<file path="config.mk">
export PLATFORM = sky130hd
export DESIGN_NAME = uart_param_flat
export DESIGN_NICKNAME = d
export VERILOG_FILES = /design/src/rtl/uart_param_if.sv /design/src/rtl/uart_param.sv /design/src/flat_wrapper.sv
export SDC_FILE = /design/constraint.sdc
export NUM_CORES = 1
export LEC_CHECK = 0
export CORE_ASPECT_RATIO = 0.9
export CORE_UTILIZATION = 55
export CTS_BUF_LIST = sky130_fd_sc_hd__clkbuf_8
export CTS_CLUSTER_SIZE = 10
export DETAILED_ROUTE_END_ITERATION = 12
export DONT_BUFFER_PORTS = 1
export GPL_TIMING_DRIVEN = 0
export PLACE_DENSITY = 0.8
export SLEW_MARGIN = 25
export SYNTH_ARGS = -nofsm -noshare
export SYNTH_HDL_FRONTEND = slang
export SYNTH_SLANG_ARGS = --single-unit
</file>
<file path="constraint.sdc">
create_clock -name clk -period 1.9 [get_ports clk]
set_input_delay 0.38 -clock clk [delete_from_list [all_inputs] [get_ports clk]]
set_output_delay 0.38 -clock clk [all_outputs]
set_load 0.05 [all_outputs]
</file>
<file path="src/rtl/uart_param_if.sv">
// Byte-side handshake and serial pin bundle for uart_param.
// The master side is the system (bench); the slave side is the UART core.
interface uart_param_if #(
    parameter int DATA_BITS = 8
);
    logic                 tx_valid;
    logic [DATA_BITS-1:0] tx_data;
    logic                 tx_ready;
    logic                 serialOutput;
    logic                 serialInput;
    logic [DATA_BITS-1:0] rx_data;
    logic                 rx_valid;
    logic                 rx_parity_err;
    logic                 rx_frame_err;

    modport master (
        output tx_valid, tx_data, serialInput,
        input  tx_ready, serialOutput, rx_data, rx_valid, rx_parity_err, rx_frame_err
    );

    modport slave (
        input  tx_valid, tx_data, serialInput,
        output tx_ready, serialOutput, rx_data, rx_valid, rx_parity_err, rx_frame_err
    );
endinterface

</file>
<file path="src/rtl/uart_param.sv">
// Parametrised full-duplex UART: ready/valid transmitter with clock-counted bit
// timing, oversampling receiver with parity/framing checks and break handling.
module uart_param #(
    parameter int DIV        = 1,
    parameter int OVERSAMPLE = 16,
    parameter int DATA_BITS  = 8,
    parameter int PARITY     = 0,
    parameter int STOP_BITS  = 1
) (
    input logic         clk,
    input logic         reset_n,
    uart_param_if.slave bus
);
    localparam int   BIT_CLKS  = DIV * OVERSAMPLE;
    localparam int   STOP_CLKS = STOP_BITS * BIT_CLKS;
    localparam int   TX_CW     = $clog2(STOP_CLKS + 1);
    localparam int   RX_CW     = $clog2(OVERSAMPLE + 1);
    localparam int   BIT_W     = $clog2(DATA_BITS + 1);
    localparam int   DIV_W     = (DIV > 1) ? $clog2(DIV) : 1;
    localparam logic PAR_ODD   = (PARITY == 1);

    typedef enum logic [2:0] {
        TX_IDLE, TX_START, TX_DATA, TX_PARITY, TX_STOP
    } tx_state_t;

    typedef enum logic [2:0] {
        RX_IDLE, RX_START, RX_DATA, RX_PARITY, RX_STOP, RX_BREAK
    } rx_state_t;

    // ---------------- transmitter ----------------
    tx_state_t            r_tx_state;
    logic [TX_CW-1:0]     r_tx_cnt;
    logic [BIT_W-1:0]     r_tx_bit;
    logic [DATA_BITS-1:0] r_tx_shift;
    logic                 r_tx_par;
    logic                 r_tx_line;
    logic                 r_tx_ready;
    logic                 w_tx_bit_end;
    logic                 w_tx_hs;

    assign w_tx_bit_end = (r_tx_cnt == TX_CW'(BIT_CLKS - 1));
    assign w_tx_hs      = bus.tx_valid && r_tx_ready;

    always_ff @(posedge clk or negedge reset_n) begin
        if (!reset_n) begin
            r_tx_state <= TX_IDLE;
            r_tx_cnt   <= '0;
            r_tx_bit   <= '0;
            r_tx_shift <= '0;
            r_tx_par   <= 1'b0;
            r_tx_line  <= 1'b1;
            r_tx_ready <= 1'b1;
        end else begin
            case (r_tx_state)
                TX_IDLE: ;
                TX_START: begin
                    if (w_tx_bit_end) begin
                        r_tx_cnt   <= '0;
                        r_tx_bit   <= '0;
                        r_tx_line  <= r_tx_shift[0];
                        r_tx_state <= TX_DATA;
                    end else begin
                        r_tx_cnt <= r_tx_cnt + 1'b1;
                    end
                end
                TX_DATA: begin
                    if (w_tx_bit_end) begin
                        r_tx_cnt <= '0;
                        if (r_tx_bit == BIT_W'(DATA_BITS - 1)) begin
                            if (PARITY != 0) begin
                                r_tx_line  <= r_tx_par;
                                r_tx_state <= TX_PARITY;
                            end else begin
                                r_tx_line  <= 1'b1;
                                r_tx_state <= TX_STOP;
                            end
                        end else begin
                            r_tx_shift <= r_tx_shift >> 1;
                            r_tx_line  <= r_tx_shift[1];
                            r_tx_bit   <= r_tx_bit + 1'b1;
                        end
                    end else begin
                        r_tx_cnt <= r_tx_cnt + 1'b1;
                    end
                end
                TX_PARITY: begin
                    if (w_tx_bit_end) begin
                        r_tx_cnt   <= '0;
                        r_tx_line  <= 1'b1;
                        r_tx_state <= TX_STOP;
                    end else begin
                        r_tx_cnt <= r_tx_cnt + 1'b1;
                    end
                end
                TX_STOP: begin
                    if (r_tx_cnt == TX_CW'(STOP_CLKS - 1)) begin
                        r_tx_state <= TX_IDLE;
                    end else begin
                        r_tx_cnt <= r_tx_cnt + 1'b1;
                        // Ready one clock early so a new word can chain with no idle gap.
                        if (r_tx_cnt == TX_CW'(STOP_CLKS - 2)) r_tx_ready <= 1'b1;
                    end
                end
                default: r_tx_state <= TX_IDLE;
            endcase

            // Ready is only high in IDLE or the last STOP clock; a handshake overrides both.
            if (w_tx_hs) begin
                r_tx_shift <= bus.tx_data;
                r_tx_par   <= (^bus.tx_data) ^ PAR_ODD;
                r_tx_line  <= 1'b0;
                r_tx_ready <= 1'b0;
                r_tx_cnt   <= '0;
                r_tx_state <= TX_START;
            end
        end
    end

    assign bus.tx_ready     = r_tx_ready;
    assign bus.serialOutput = r_tx_line;

    // ---------------- oversample tick ----------------
    logic [DIV_W-1:0] r_div_cnt;
    logic             w_tick;

    assign w_tick = (r_div_cnt == DIV_W'(DIV - 1));

    always_ff @(posedge clk or negedge reset_n) begin
        if (!reset_n) r_div_cnt <= '0;
        else if (w_tick) r_div_cnt <= '0;
        else r_div_cnt <= r_div_cnt + 1'b1;
    end

    // ---------------- receiver ----------------
    logic [1:0]           r_sync;
    logic                 w_rx;
    rx_state_t            r_rx_state;
    logic [RX_CW-1:0]     r_rx_cnt;
    logic [BIT_W-1:0]     r_rx_bit;
    logic [DATA_BITS-1:0] r_rx_shift;
    logic                 r_rx_par;
    logic [DATA_BITS-1:0] r_rx_data;
    logic                 r_rx_valid;
    logic                 r_rx_perr;
    logic                 r_rx_ferr;
    logic                 w_rx_mid;

    assign w_rx     = r_sync[1];
    assign w_rx_mid = w_tick && (r_rx_cnt == RX_CW'(OVERSAMPLE - 1));

    always_ff @(posedge clk or negedge reset_n) begin
        if (!reset_n) begin
            r_sync     <= 2'b11;
            r_rx_state <= RX_IDLE;
            r_rx_cnt   <= '0;
            r_rx_bit   <= '0;
            r_rx_shift <= '0;
            r_rx_par   <= 1'b0;
            r_rx_data  <= '0;
            r_rx_valid <= 1'b0;
            r_rx_perr  <= 1'b0;
            r_rx_ferr  <= 1'b0;
        end else begin
            r_sync     <= {r_sync[0], bus.serialInput};
            r_rx_valid <= 1'b0;
            if ((r_rx_state != RX_IDLE) && (r_rx_state != RX_BREAK) && w_tick && !w_rx_mid)
                r_rx_cnt <= r_rx_cnt + 1'b1;

            case (r_rx_state)
                RX_IDLE: begin
                    if (!w_rx) begin
                        r_rx_cnt   <= '0;
                        r_rx_state <= RX_START;
                    end
                end
                RX_START: begin
                    // Half-bit check rejects short low glitches and centres later samples.
                    if (w_tick && (r_rx_cnt == RX_CW'(OVERSAMPLE / 2 - 1))) begin
                        r_rx_cnt <= '0;
                        r_rx_bit <= '0;
                        r_rx_state <= w_rx ? RX_IDLE : RX_DATA;
                    end
                end
                RX_DATA: begin
                    if (w_rx_mid) begin
                        r_rx_cnt   <= '0;
                        r_rx_shift <= {w_rx, r_rx_shift[DATA_BITS-1:1]};
                        if (r_rx_bit == BIT_W'(DATA_BITS - 1))
                            r_rx_state <= (PARITY != 0) ? RX_PARITY : RX_STOP;
                        else
                            r_rx_bit <= r_rx_bit + 1'b1;
                    end
                end
                RX_PARITY: begin
                    if (w_rx_mid) begin
                        r_rx_cnt   <= '0;
                        r_rx_par   <= w_rx;
                        r_rx_state <= RX_STOP;
                    end
                end
                RX_STOP: begin
                    if (w_rx_mid) begin
                        r_rx_cnt   <= '0;
                        r_rx_data  <= r_rx_shift;
                        r_rx_perr  <= (PARITY != 0) && (r_rx_par != ((^r_rx_shift) ^ PAR_ODD));
                        r_rx_ferr  <= !w_rx;
                        r_rx_valid <= 1'b1;
                        r_rx_state <= w_rx ? RX_IDLE : RX_BREAK;
                    end
                end
                RX_BREAK: begin
                    if (w_rx) r_rx_state <= RX_IDLE;
                end
                default: r_rx_state <= RX_IDLE;
            endcase
        end
    end

    assign bus.rx_data       = r_rx_data;
    assign bus.rx_valid      = r_rx_valid;
    assign bus.rx_parity_err = r_rx_perr;
    assign bus.rx_frame_err  = r_rx_ferr;
endmodule

</file>
<file path="src/flat_wrapper.sv">
// flat-port wrapper written by rule: the top's interface ports become plain ports
module uart_param_flat 
#(
    parameter int DIV        = 1,
    parameter int OVERSAMPLE = 16,
    parameter int DATA_BITS  = 8,
    parameter int PARITY     = 0,
    parameter int STOP_BITS  = 1
)
  (clk, reset_n, bus_tx_valid, bus_tx_data, bus_serialInput, bus_tx_ready, bus_serialOutput, bus_rx_data, bus_rx_valid, bus_rx_parity_err, bus_rx_frame_err);
  uart_param_if #(.DATA_BITS(DATA_BITS)) bus_i ();
  input logic clk;
  input logic reset_n;
  input wire logic [$bits(bus_i.tx_valid)-1:0] bus_tx_valid;
  input wire logic [$bits(bus_i.tx_data)-1:0] bus_tx_data;
  input wire logic [$bits(bus_i.serialInput)-1:0] bus_serialInput;
  output wire logic [$bits(bus_i.tx_ready)-1:0] bus_tx_ready;
  output wire logic [$bits(bus_i.serialOutput)-1:0] bus_serialOutput;
  output wire logic [$bits(bus_i.rx_data)-1:0] bus_rx_data;
  output wire logic [$bits(bus_i.rx_valid)-1:0] bus_rx_valid;
  output wire logic [$bits(bus_i.rx_parity_err)-1:0] bus_rx_parity_err;
  output wire logic [$bits(bus_i.rx_frame_err)-1:0] bus_rx_frame_err;
  assign bus_i.tx_valid = bus_tx_valid;
  assign bus_i.tx_data = bus_tx_data;
  assign bus_i.serialInput = bus_serialInput;
  assign bus_tx_ready = bus_i.tx_ready;
  assign bus_serialOutput = bus_i.serialOutput;
  assign bus_rx_data = bus_i.rx_data;
  assign bus_rx_valid = bus_i.rx_valid;
  assign bus_rx_parity_err = bus_i.rx_parity_err;
  assign bus_rx_frame_err = bus_i.rx_frame_err;
  uart_param #(.DIV(DIV), .OVERSAMPLE(OVERSAMPLE), .DATA_BITS(DATA_BITS), .PARITY(PARITY), .STOP_BITS(STOP_BITS)) u_core (.clk(clk), .reset_n(reset_n), .bus(bus_i));
endmodule
</file>
### Word level (Yosys, flattened, before mapping)

Index checks and enable logic that the tools add are counted.

| word-level totals | value |
|---|---|
| bits in registers | 55 |
| input bits | 12 |
| output and inout port bits | 13 |
| logic and storage cells | 139 |

| cells by class | value |
|---|---|
| $add $sub $neg | 5 |
| equal/unequal tests | 36 |
| muxes and demuxes | 51 |
| bitwise operators | 1 |
| reduce and logical (&&, ||, !) cells | 31 |

Operator list:

| kind | number |
|---|---|
| 2-to-1 mux 3 bit | 14 |
| 2-to-1 mux 5 bit | 7 |
| 2-to-1 mux 8 bit | 4 |
| 2-to-1 mux 4 bit | 6 |
| inequality test 2 x 1 -> 1 bit, second input constant | 10 |
| case mux 3 bit (6 select lines) | 1 |
| case mux 4 bit (2 select lines) | 2 |
| == test 5 x 4 -> 1 bit, second input constant | 3 |
| inequality test 3 x 1 -> 1 bit, second input constant | 5 |
| case mux 3 bit (5 select lines) | 1 |
| case mux 5 bit (3 select lines) | 1 |
| == test 3 x 2 -> 1 bit, second input constant | 4 |
| 2-to-1 mux 1 bit | 12 |
| AND reduction 4 bit | 3 |
| nonzero test 2 bit | 6 |
| adder 5 x 1 -> 5 bit, second input constant | 2 |
| case mux 5 bit (2 select lines) | 1 |
| == test 3 bit, second input constant | 3 |
| adder 4 x 1 -> 4 bit, second input constant | 2 |
| == test 4 x 3 -> 1 bit, second input constant | 2 |
| inequality test 2 bit, second input constant | 4 |
| AND reduction 7 bit | 1 |
| == test 3 x 1 -> 1 bit, second input constant | 2 |
| logical AND 1 bit | 6 |
| other kinds (14) | 22 |

### Logic depth before layout (Yosys ltp)

| depth | value |
|---|---|
| depth after elaboration | 7 |
| mapped depth | 8 |
| gate-level depth less buffers | 7 |

### Worst setup path before layout

OpenSTA, ideal clock, no wires.

| timing path | value |
|---|---|
| path type | reg2reg |
| from | register u_core.r_rx_cnt[0] |
| to | register u_core.r_rx_bit[2] |
| library setup time | 0.124 ns |
| arrival time | 1.902 ns |
| required time | 1.776 ns |
| setup slack | -0.126 ns |
| stages on the path, launching flop included | 9 |
| buffers on the path | 1 |
| period minus slack after synthesis | 2.026 ns |
| cell sequence | dfrtp_1 > ha_1 > and3_1 > ha_1 > and4bb_2 > buf_4 > nor2b_4 > nor4bb_1 > a211o_1 |

| between the ends | value |
|---|---|
| word-level cells in the longest chain between the ends | 4 |
| elaborated cells on any way between the ends | 7 |
| classes of those cells | eq/ne: 4; reduce/logical: 3 |

RTL lines:

| what | line | text |
|---|---|---|
| start, declared | uart_param.sv:138 | `logic [RX_CW-1:0] r_rx_cnt;` |
| start signal, assigned | uart_param.sv:167 | `r_rx_cnt <= r_rx_cnt + 1'b1;` |
| == test 5 x 4 -> 1 bit / == test 5 x 3 -> 1 bit (equally long branches) | uart_param.sv:149, uart_param.sv:178 |  |
| logical AND 1 bit, on equally long branches | uart_param.sv:149, uart_param.sv:178 |  |
| inequality test 2 x 1 -> 1 bit (no line) | - |  |
| AND reduction 4 bit (no line) * | - |  |
| end signal, assigned | uart_param.sv:191 | `r_rx_bit <= r_rx_bit + 1'b1;` |
| end, declared | uart_param.sv:139 | `logic [BIT_W-1:0] r_rx_bit;` |

Mark *: on every way between the ends. The rest lies on a longest branch, timed or not.
A chain may end at the register's enable or synchronous reset.

### Worst setup path after layout

| timing path | value |
|---|---|
| from | register u_core.r_tx_cnt[0] |
| to | register u_core.r_tx_bit[3] |

| between the ends | value |
|---|---|
| word-level cells in the longest chain between the ends | 3 |
| elaborated cells on any way between the ends | 4 |
| classes of those cells | eq/ne: 3; reduce/logical: 1 |

RTL lines:

| what | line | text |
|---|---|---|
| start, declared | uart_param.sv:32 | `logic [TX_CW-1:0] r_tx_cnt;` |
| start signal, assigned | uart_param.sv:63 | `r_tx_cnt <= r_tx_cnt + 1'b1;` |
| start signal, assigned | uart_param.sv:83 | `r_tx_cnt <= r_tx_cnt + 1'b1;` |
| start signal, assigned | uart_param.sv:92 | `r_tx_cnt <= r_tx_cnt + 1'b1;` |
| == test 5 x 4 -> 1 bit * | uart_param.sv:41 | `assign w_tx_bit_end = (r_tx_cnt == TX_CW'(BIT_CLKS - 1));` |
| inequality test 2 x 1 -> 1 bit (no line) | - |  |
| AND reduction 4 bit (no line) * | - |  |
| end signal, assigned | uart_param.sv:80 | `r_tx_bit <= r_tx_bit + 1'b1;` |
| end, declared | uart_param.sv:33 | `logic [BIT_W-1:0] r_tx_bit;` |

Marked as above.

==> impl_metrics.ini <==
[sta]
maxSlewHeadroom_pct = 56.27
timing.final.setup_violations = 0
finalMaxSlewViolations = 0
fmax_mhz = 556.0
worstMarginPinSlew_ns = 0.6499
min_period_ns = 1.799
timing_hold_violations_final = 0
period_utilization_pct = 94.67
skew_ns = 0.002876
rsz_0062_raised_after_global_routing = no

[cells_and_area]
antenna_cells_inserted = 0
area_occupied_by_multi_input_gates_um2 = 1333
nets = 284
syn2layout_area_growth_pct = 12.76
nFillCells = 366
utilization_pct = 67.01
drive_gt1_share_pct = 24.06
seqCellArea_um2 = 1361

[worst_setup_path]
timing.critical_path.slowest_cell_delay_ns = 0.47
setup.worst_path.start_class = flop
worst_path_max_delay_cell = or4_1
worstPathMaxFanout = 8
timing.critical_path.to_type = flop
worstSetupPathType = flop to flop
timing.critical_path.required_ns = 2.15
critical_path.cell_chain = ha_1 > and4b_1 > buf_2 > nand2_1 > or4_1 > nand3_1
path_buf_inv = 1
timing.critical_path.max_delay_family = simple AND/OR/NAND/NOR gates
arrival_ns = 2.05

[clocking]
tritoncts.num_buffers = 5
cts_tree = yes
clk_latency_ns = 0.30
clk_pin_slew_ns = 0.09
max-clock-path-buffers = 2
clock_tree_root = clkbuf_8
clock-sinks = 54
htree_levels = 2

[global_routing]
grt_antenna_before_repair = 0
grt.met3_usage_pct = 5.263
grt_start_max_net_pins = 55
grt_util_met2_pct = 35.59
global_route.usage.met1_pct = 26.42
grt_pass1_vias = 1865
global_route.usage.total_pct = 20.99
overflow = 0
global_route_wire_length_before_repair_mm = 8.459
grt.busiest_layer = met2

[logic_synthesis]
ys_seq_elements = 54
post_synth_inst_count = 251
synth.yosys.warnings = 0
synth_compound_area_share_pct = 12.30
synth_top_area_share_pct = 45.72
synth-adder-area-share_pct = 3.201
synth_area_per_cell_um2 = 10.90
synth_top_area_cell = dfrtp_1
synth-edff-count = 0
number_of_distinct_library_cell_variants_in_the_gate_level_netlist_after_synthesis = 55
netlist_area_um2 = 2736
synth_xor_xnor_area_share_pct = 2.241
yosys-top-cells-area = dfrtp_1, mux2_2, mux2i_1
syn_nets = 270
combinational_family_with_the_most_area_after_synthesis = simple AND/OR/NAND/NOR gates
synth.mux.area_fraction_pct = 11.43
ys_dominant_reg_cell = dfrtp_1
synth-simple-area-share_pct = 17.06
yosysSeqAreaShare_pct = 49.57
async_reset_ff_share_pct = 100.0

[floorplan]
core_area_um2 = 4604
die_width_um = 76.35
initial_core_util_pct = 59.43
die_area_um2 = 5262
number_of_placement_rows = 23
floorplan.die.height_um = 68.92
floorplan.io_pins = 25

[routing]
routed_wire_length_mm = 5.058
via_count = 1960
detail_route.iter0.violations = 105
drc_errors = 0
viasPerCell = 5.976
detail-route-antenna-nets = 0
drt-pass1-iter-count = 4
routedWlPerCell_um = 15.42

[power_and_ir_drop]
p_leak_nw = 1.351
vdd_ir_drop_max_uv = 761.9
power.total_mw = 3.546
cellPowerDensity_nw_per_um2 = 1149

[worst_hold_path]
holdCritPathClass = input pin to flop

[placed_design]
portBuffers = 0
place_congestion = 0.7992
dpl.hpwl_mm = 3.354

[status]
run_status = complete, no violations

[job]
drv_cap = 0
logic make-up (layout without fill, tap and decap cells):
logic type,Yosys count,in the layout
simple gates,80,80
xor+xnor,7,7
buf+inv,24,39
compound gates,49,49
fa+ha+maj,7,7
other cells,1,1
mux,29,29
flops,54,54
cell usage in the layout (no fill, tap or decap), types with 2 or more instances in the layout:
| cell | instances |
|---|---|
| nand2_1 | 21 |
| dfrtp_1 | 49 |
| o22ai_1 | 2 |
| o221ai_1 | 2 |
| mux2i_1 | 11 |
| nand3_1 | 8 |
| nor2_1 | 13 |
| a21oi_1 | 10 |
| clkbuf_8 | 5 |
| a31oi_4 | 2 |
| o21ai_0 | 13 |
| mux2_2 | 17 |
| and2_1 | 2 |
| and4b_1 | 2 |
| buf_4 | 7 |
| o211ai_1 | 2 |
| ha_1 | 5 |
| and3_1 | 3 |
| nand2b_1 | 3 |
| buf_2 | 7 |
| xor2_1 | 3 |
| xnor2_1 | 4 |
| inv_1 | 10 |
| a211o_1 | 2 |
| a31oi_1 | 3 |
| a22o_1 | 3 |
| a211oi_1 | 4 |
| clkbuf_2 | 2 |
| nor4_1 | 4 |
| or2_2 | 2 |
| o32ai_1 | 2 |
| or4_1 | 2 |
| dfstp_2 | 3 |
| nor3_1 | 4 |
Yosys cell counts (all sizes together) (2+ instances only):
cell,number
nor4,4
xnor2,4
or2,2
and3,4
and4b,2
dfstp,4
or4,2
nor2,13
dfrtp,50
o211ai,2
o221ai,2
a22o,3
o21ai,14
buf,11
o32ai,3
a211oi,4
ha,7
mux2,18
a211o,2
nor3,5
mux2i,11
and2,2
a21oi,10
xor2,3
nor2b,2
nand2b,3
clkbuf,4
inv,9
nand2,22
a31oi,5
o22ai,2
nand3,8
what timing repair did:
| action | in CTS | in global routing |
|---|---|---|
| pin swaps | 1 | 4 |
| buffers inserted | 6 | 0 |
| resized for setup | 2 | 11 |
| endpoints found under the setup margin | 16 | 21 |
| hold buffers | 2 | 0 |
| hold endpoints to repair | 54 | 0 |
| cloned | 0 | 0 |
worst reg2reg max path, stage by stage (launching register included):
cell	delay [ns]
dfrtp_2	0.43
ha_1	0.26
and4b_1	0.20
buf_2	0.20
nand2_1	0.10
or4_1	0.47
nand3_1	0.09
sequential cells by signal (all words and copies together) (netlist names):
name	count
u_core.bus.serialOutput	1
u_core.bus.rx_data	8
u_core.r_rx_shift	8
u_core.r_rx_cnt	5
u_core.r_rx_state	3
u_core.r_rx_bit	4
u_core.bus.rx_frame_err	1
u_core.bus.rx_valid	1
u_core.r_tx_cnt	5
u_core.r_tx_shift	8
u_core.r_tx_bit	4
u_core.bus.tx_ready	1
u_core.r_sync	2
u_core.r_tx_state	3
through the flow:
stage / setup TNS (ns) / hold slack [ns] / std cells / cell area, um2 / setup WS [ns]
global placement: -0.6395 / 0.08586 / 313 / 2846 / -0.1121
CTS: 0 / 0.04600 / 328 / 3045 / 0.01726
global route: 0 / 0.04441 / 328 / 3085 / 0.002840
floorplan: 0 / 0.08441 / 251 / 2769 / 0.0005905
finish: 0 / 0.06101 / 328 / 3085 / 0.1013
detailed placement: -1.285 / 0.08590 / 313 / 2846 / -0.1562
area by class of cell:
cell class,count,share of cell area (%)
buffer,14,2.433
clock buffer,5,2.230
clock inverter,3,1.338
inverter,9,1.095
multi-input combinational,173,43.19
sequential,54,44.12
tap,62,2.514
timing repair buffer,8,3.082
layer usage:
| metal | share of wire [%] | up-vias |
|---|---|---|
| met5 | 0 | - |
| met4 | 1.5 | 0 |
| met3 | 6.1 | 7 |
| met2 | 46 | 58 |
| met1 | 46 | 959 |
| li1 | - | 936 |
worst paths after layout:
path / start / endpoint / slack, ns / depth (start not counted)
hold / removal: bus_serialInput / u_core.r_sync[0] / 0.06 / 0
max in group asynchronous: reset_n / u_core.r_sync[0] / 1.02 / 2
setup reg to reg: u_core.r_tx_cnt[0] / u_core.r_tx_bit[3] / 0.10 / 6
setup / recovery: u_core.r_tx_cnt[0] / u_core.r_tx_bit[3] / 0.10 / 6
min in group asynchronous: reset_n / u_core.bus.rx_data[0] / 0.59 / 2
hold reg to reg: u_core.r_sync[0] / u_core.r_sync[1] / 0.36 / 0
power by group:
group          switching (mW)  internal [mW]  total [mW]
registers               0.216           1.38        1.60
logic                   0.687          0.512        1.20
clock network           0.364          0.388       0.752
Power figures use the tool's default switching activity.
